<file path="src/rtl/usb_inject_tx.sv">
// usb_inject_tx: drains host-written OUT packets (8-byte big-endian meta header plus
// payload) from the USB endpoint buffer into the TX data and meta FIFOs, then re-arms the buffer.
module usb_inject_tx #(
   parameter int HDR_LEN = 8,
   parameter int MAX_LEN = 512
) (
   input  logic        clock,
   input  logic        reset,
   output logic [8:0]  usb_out_addr,
   input  logic [7:0]  usb_out_data,
   input  logic        usb_out_ready,
   input  logic [9:0]  usb_out_len,
   output logic        usb_out_arm,
   input  logic        usb_out_arm_ack,
   output logic [63:0] meta,
   output logic [9:0]  meta_len,
   output logic        meta_wren,
   input  logic        meta_full,
   output logic [7:0]  data,
   output logic        data_wren,
   output logic        data_last,
   input  logic        data_full,
   output logic        error
);

   typedef enum logic [2:0] {
      IDLE, CHECK, META_RD, DATA_RD, DRAIN, META_WR, RELEASE, WAIT
   } state_t;

   localparam logic [9:0] HDR_L     = 10'(HDR_LEN);
   localparam logic [9:0] MAX_L     = 10'(MAX_LEN);
   localparam logic [8:0] HDR_LAST  = 9'(HDR_LEN - 1);

   state_t      state_q, state_d;
   logic [9:0]  len_q, len_d;
   logic [8:0]  addr_d;
   logic        rd_vld_q, rd_vld_d;
   logic        rd_meta_q, rd_meta_d;
   logic        rd_last_q, rd_last_d;
   logic [63:0] meta_d;
   logic [9:0]  meta_len_d;
   logic [7:0]  data_d;
   logic        data_wren_d, data_last_d, meta_wren_d, error_d, arm_d;
   logic        addr_is_last;

   assign addr_is_last = ({1'b0, usb_out_addr} == (len_q - 10'd1));

   // Next-state and next-output logic. The rd_* flags tag the read issued last cycle,
   // so its returning byte is captured whatever state the FSM has moved on to.
   always_comb begin
      state_d     = state_q;
      len_d       = len_q;
      addr_d      = usb_out_addr;
      rd_vld_d    = 1'b0;
      rd_meta_d   = 1'b0;
      rd_last_d   = 1'b0;
      meta_d      = meta;
      meta_len_d  = meta_len;
      data_d      = data;
      data_wren_d = 1'b0;
      data_last_d = 1'b0;
      meta_wren_d = 1'b0;
      error_d     = 1'b0;
      arm_d       = 1'b0;

      if (rd_vld_q) begin
         if (rd_meta_q) begin
            meta_d = {meta[55:0], usb_out_data};
         end else begin
            data_d      = usb_out_data;
            data_wren_d = 1'b1;
            data_last_d = rd_last_q;
         end
      end

      case (state_q)
         IDLE: begin
            if (usb_out_ready && !meta_full) begin
               len_d   = usb_out_len;
               state_d = CHECK;
            end
         end
         CHECK: begin
            if ((len_q < HDR_L) || (len_q > MAX_L)) begin
               error_d = 1'b1;
               state_d = RELEASE;
            end else begin
               addr_d     = '0;
               meta_len_d = len_q - HDR_L;
               state_d    = META_RD;
            end
         end
         META_RD: begin
            rd_vld_d  = 1'b1;
            rd_meta_d = 1'b1;
            if (usb_out_addr == HDR_LAST) begin
               if (len_q == HDR_L) begin
                  state_d = DRAIN;
               end else begin
                  addr_d  = usb_out_addr + 9'd1;
                  state_d = DATA_RD;
               end
            end else begin
               addr_d = usb_out_addr + 9'd1;
            end
         end
         DATA_RD: begin
            // The address only advances when the data FIFO has room; the final
            // address is held rather than incremented so it can never wrap.
            if (!data_full) begin
               rd_vld_d  = 1'b1;
               rd_last_d = addr_is_last;
               if (addr_is_last) begin
                  state_d = DRAIN;
               end else begin
                  addr_d = usb_out_addr + 9'd1;
               end
            end
         end
         DRAIN: begin
            state_d = META_WR;
         end
         META_WR: begin
            if (!meta_full) begin
               meta_wren_d = 1'b1;
               state_d     = RELEASE;
            end
         end
         RELEASE: begin
            arm_d = !usb_out_arm_ack;
            if (usb_out_arm_ack) begin
               state_d = WAIT;
            end
         end
         WAIT: begin
            if (!usb_out_arm_ack) begin
               state_d = IDLE;
            end
         end
         default: begin
            state_d = IDLE;
         end
      endcase
   end

   // All outputs are registered so a synchronous reset clears them on the next edge.
   always_ff @(posedge clock) begin
      if (reset) begin
         state_q      <= IDLE;
         len_q        <= '0;
         usb_out_addr <= '0;
         rd_vld_q     <= 1'b0;
         rd_meta_q    <= 1'b0;
         rd_last_q    <= 1'b0;
         meta         <= '0;
         meta_len     <= '0;
         data         <= '0;
         data_wren    <= 1'b0;
         data_last    <= 1'b0;
         meta_wren    <= 1'b0;
         error        <= 1'b0;
         usb_out_arm  <= 1'b0;
      end else begin
         state_q      <= state_d;
         len_q        <= len_d;
         usb_out_addr <= addr_d;
         rd_vld_q     <= rd_vld_d;
         rd_meta_q    <= rd_meta_d;
         rd_last_q    <= rd_last_d;
         meta         <= meta_d;
         meta_len     <= meta_len_d;
         data         <= data_d;
         data_wren    <= data_wren_d;
         data_last    <= data_last_d;
         meta_wren    <= meta_wren_d;
         error        <= error_d;
         usb_out_arm  <= arm_d;
      end
   end

endmodule

</file>
<file path="config.mk">
export PLATFORM = sky130hd
export DESIGN_NAME = usb_inject_tx
export DESIGN_NICKNAME = d
export VERILOG_FILES = /design/src/rtl/usb_inject_tx.sv
export SDC_FILE = /design/constraint.sdc
export NUM_CORES = 1
export LEC_CHECK = 0
export CAP_MARGIN = 20
export CORE_ASPECT_RATIO = 0.7
export CORE_MARGIN = 10
export CORE_UTILIZATION = 45
export DETAILED_ROUTE_END_ITERATION = 16
export GPL_TIMING_DRIVEN = 0
export PLACE_DENSITY = 0.82
export RECOVER_POWER = 50
export SYNTH_ARGS = -nofsm -noshare
export SYNTH_HDL_FRONTEND = slang
export SYNTH_SLANG_ARGS = --single-unit
</file>
<file path="constraint.sdc">
create_clock -name clock -period 3.2 [get_ports clock]
set_clock_uncertainty 0.1 [all_clocks]
set_input_delay 0.64 -clock clock [delete_from_list [all_inputs] [get_ports clock]]
set_output_delay 0.64 -clock clock [all_outputs]
set_load 0.01 [all_outputs]
</file>
==> metrics.yaml <==
antenna_found_initial: 0
clockBufferDepth: 2
crit_required_ns: 3.31
leakagePower_uw: 0.00241
hpwlAfterDp_mm: 11.2
gp_congestion: 0.908
dp.cells: 842
syn_nets: 620
diodes: 0
die_y_microns: 106
critPathKind: "flip-flop to flip-flop"
yosysWarningCount: 0
drive_gt1_frac: 0.0399
clk_pin_slew_ns: 0.08
layout.nets: 751
cts_root_buffer: "clkbuf_16"
finalWorstSetupSlack_ns: 0.175
period_share: 0.945
fin_hold_ws_ns: 0.356
cp-startpoint: "len_q[5]"
antenna_left: 0
place_ws_ns: 0.201
num_rows: 31
grt.overflow.total: 0
drcViolationCount: 0
synth_common_cells: "nand2_1 (162), dfxtp_1 (112), a21oi_1 (79), clkbuf_1 (36), nor2_1 (33)"
hold_path_class: "flip-flop to flip-flop"
yosys.cell_types.count: 53
ys_ff_latch: 112
setup_violations: 0
die_x_microns: 143
cpPeakStageDelay_ns: 0.59
cp-start-kind: "flip-flop"
stdcell_count: 859
crit_slowest_cell: "nor4_2"
path_cells: "buf_2 > nor4_2 > nand3_1 > xnor2_1 > or4_4 > or3_4 > o311ai_4 > a211oi_1"
grt_max_degree: 22
hold_buffers: 0
slew_headroom: 0.498
drtPass1Iterations: 5
yosys.area.top_type: "dfxtp_1"
netlist.area_leader.share: 0.471
start_util: 0.461
cts-htree-levels: 3
drv_slew: 0
clock_latency_ns: 0.35
first_iter_violations: 451
first_global_vias: 4440
syn_area_sq_um: 4760
die_area_sq_um: 15200
core_area_sq_um: 10300
syn_area_per_cell_sq_um: 8.05
viasPerCell: 5.46
power_density_nw_per_um2: 533
r2r-start: "len_q[5]"
fin_crit_ns: 3.03
wirelength_mm: 14.6
synthArstFlopShare: 0
ys_seq_area_frac: 0.471
cts.sinks: 112
synthToLayoutAreaGrowth_pct: 35.1
critical_path.max_fanout: 10
hp-start: "meta[57]"
cts_tree: "built"
cts_buffers: 9
fmax_ghz: 0.331
vias: 4688
status: "finished, final reports clean"
power_uw: 3430
ys.flop_type: "dfxtp_1"
worst_setup_path_end_kind: "flip-flop"
synthTopCellsByArea: "dfxtp_1 (47%), nand2_1 (13%), a21oi_1 (8.3%), mux2i_1 (3.2%), clkbuf_1 (2.8%)"
port_buffers: 119
cp.arrival_ns: 3.14
grt_usage: 0.187
finalHoldViolCount: 0
totalNegativeSetupSlack_ns: 0
maxCapViolCount: 0
yosysMostFrequentCell: "nand2_1"
fillCellCount: 854
wl_per_cell_microns: 17.0
tightest_slew_ns: 0.753
ioPinCount: 120
grt_setup_unrepaired: "false"
peakVddDrop_mv: 0.309
synthCells: 591
grt_first_pass_wirelength_mm: 23.1
synth-edff-count: 0
## power breakdown
part           switching, uW  internal (uW)  total, uW  leakage [uW]
registers               50.5           1460       1510      0.000904
clock network            564            554       1120      0.000143
logic                    484            315        800       0.00137
## worst max-delay path: cells and delay by family (launching register included)
family          cells  cell delay [ns]
buf+inv             1             0.19
simple gates        4             1.66
flops               1             0.31
compound gates      2             0.42
xor+xnor            1             0.19
## layout by cell type, fill, tap and decap left out, types with 2 or more instances in the layout
cell	synthesis	routed
a211oi_1	10	10
a21o_1	3	3
a21oi_1	79	79
a31oi_1	9	9
and2_1	3	3
and3_1	4	4
buf_1	4	3
buf_2	2	2
clkbuf_1	36	37
clkbuf_16	0	9
clkdlybuf4s50_1	0	54
dfxtp_1	112	112
dlygate4sd3_1	0	65
ha_1	5	5
inv_1	9	9
inv_6	0	2
inv_8	0	2
mux2i_1	15	15
nand2_1	162	162
nand2b_1	9	9
nand3_1	7	7
nand3b_1	2	2
nand4_1	4	4
nand4b_1	3	3
nor2_1	33	33
nor2b_1	4	4
nor3_1	8	7
nor4_1	3	3
o211ai_1	6	6
o21ai_0	7	7
o22ai_1	2	2
o311ai_0	2	2
o31ai_1	3	3
or3_1	4	4
or4_1	4	4
xnor2_1	8	8
xor2_1	8	8
## layer usage
| layer | GRT usage | vias up | part of all wire |
|---|---|---|---|
| li1 | - | 2274 | - |
| met1 | 0.234 | 2195 | 0.43 |
| met2 | 0.290 | 190 | 0.45 |
| met3 | 0.0720 | 29 | 0.10 |
| met4 | 0.0624 | 0 | 0.019 |
| met5 | 0 | - | 0 |
## timing repair
| action | CTS | global route |
|---|---|---|
| setup buffers | 0 | 1 |
| resized for setup | 0 | 2 |
| endpoints found under the setup margin | 0 | 12 |
## kinds of logic (layout without fill, tap and decap cells)
group	after synthesis	count (layout)	synth area share
fa+ha+maj	5	5	0.0131
compound gates	129	129	0.161
flops	112	112	0.471
xor+xnor	16	16	0.0294
buf+inv	52	188	0.0431
simple gates	262	262	0.250
mux	15	15	0.0315
## cell type report
type / instances / area [sq um] / share of cell area
Buffer: 43 / 171 / 0.0266
Tap cell: 132 / 165 / 0.0257
Inverter: 9 / 33.8 / 0.00525
Timing Repair Buffer: 120 / 1200 / 0.186
Sequential cell: 112 / 2240 / 0.349
Multi-Input combinational cell: 427 / 2320 / 0.361
Clock buffer: 9 / 225 / 0.0350
Clock inverter: 7 / 72.6 / 0.0113
## state kept, by name, summed over array words and instances, names as in the netlist
name,count
rd_last_q,1
meta_len,10
state_q,3
len_q,10
data_last,1
error,1
meta,64
data,8
rd_meta_q,1
usb_out_arm,1
rd_vld_q,1
data_wren,1
usb_out_addr,9
meta_wren,1
## stage by stage
| step | area [sq um] | util |
|---|---|---|
| floorplan | 4760 | - |
| CTS | 6410 | 0.622 |
| global placement | 6120 | 0.593 |
| detailed placement | 6120 | 0.593 |
| global route | 6430 | 0.623 |
| finish | 6430 | 0.623 |
## worst paths after layout
| path | endpoint | slack, ns | cells past startpoint |
|---|---|---|---|
| worst min register to register | meta[57] | 0.36 | 2 |
| worst max-delay path | state_q[1] | 0.17 | 8 |
| worst min-delay path | meta[57] | 0.36 | 2 |
| worst max register to register | state_q[1] | 0.17 | 8 |
Power figures use the tool's default switching activity.
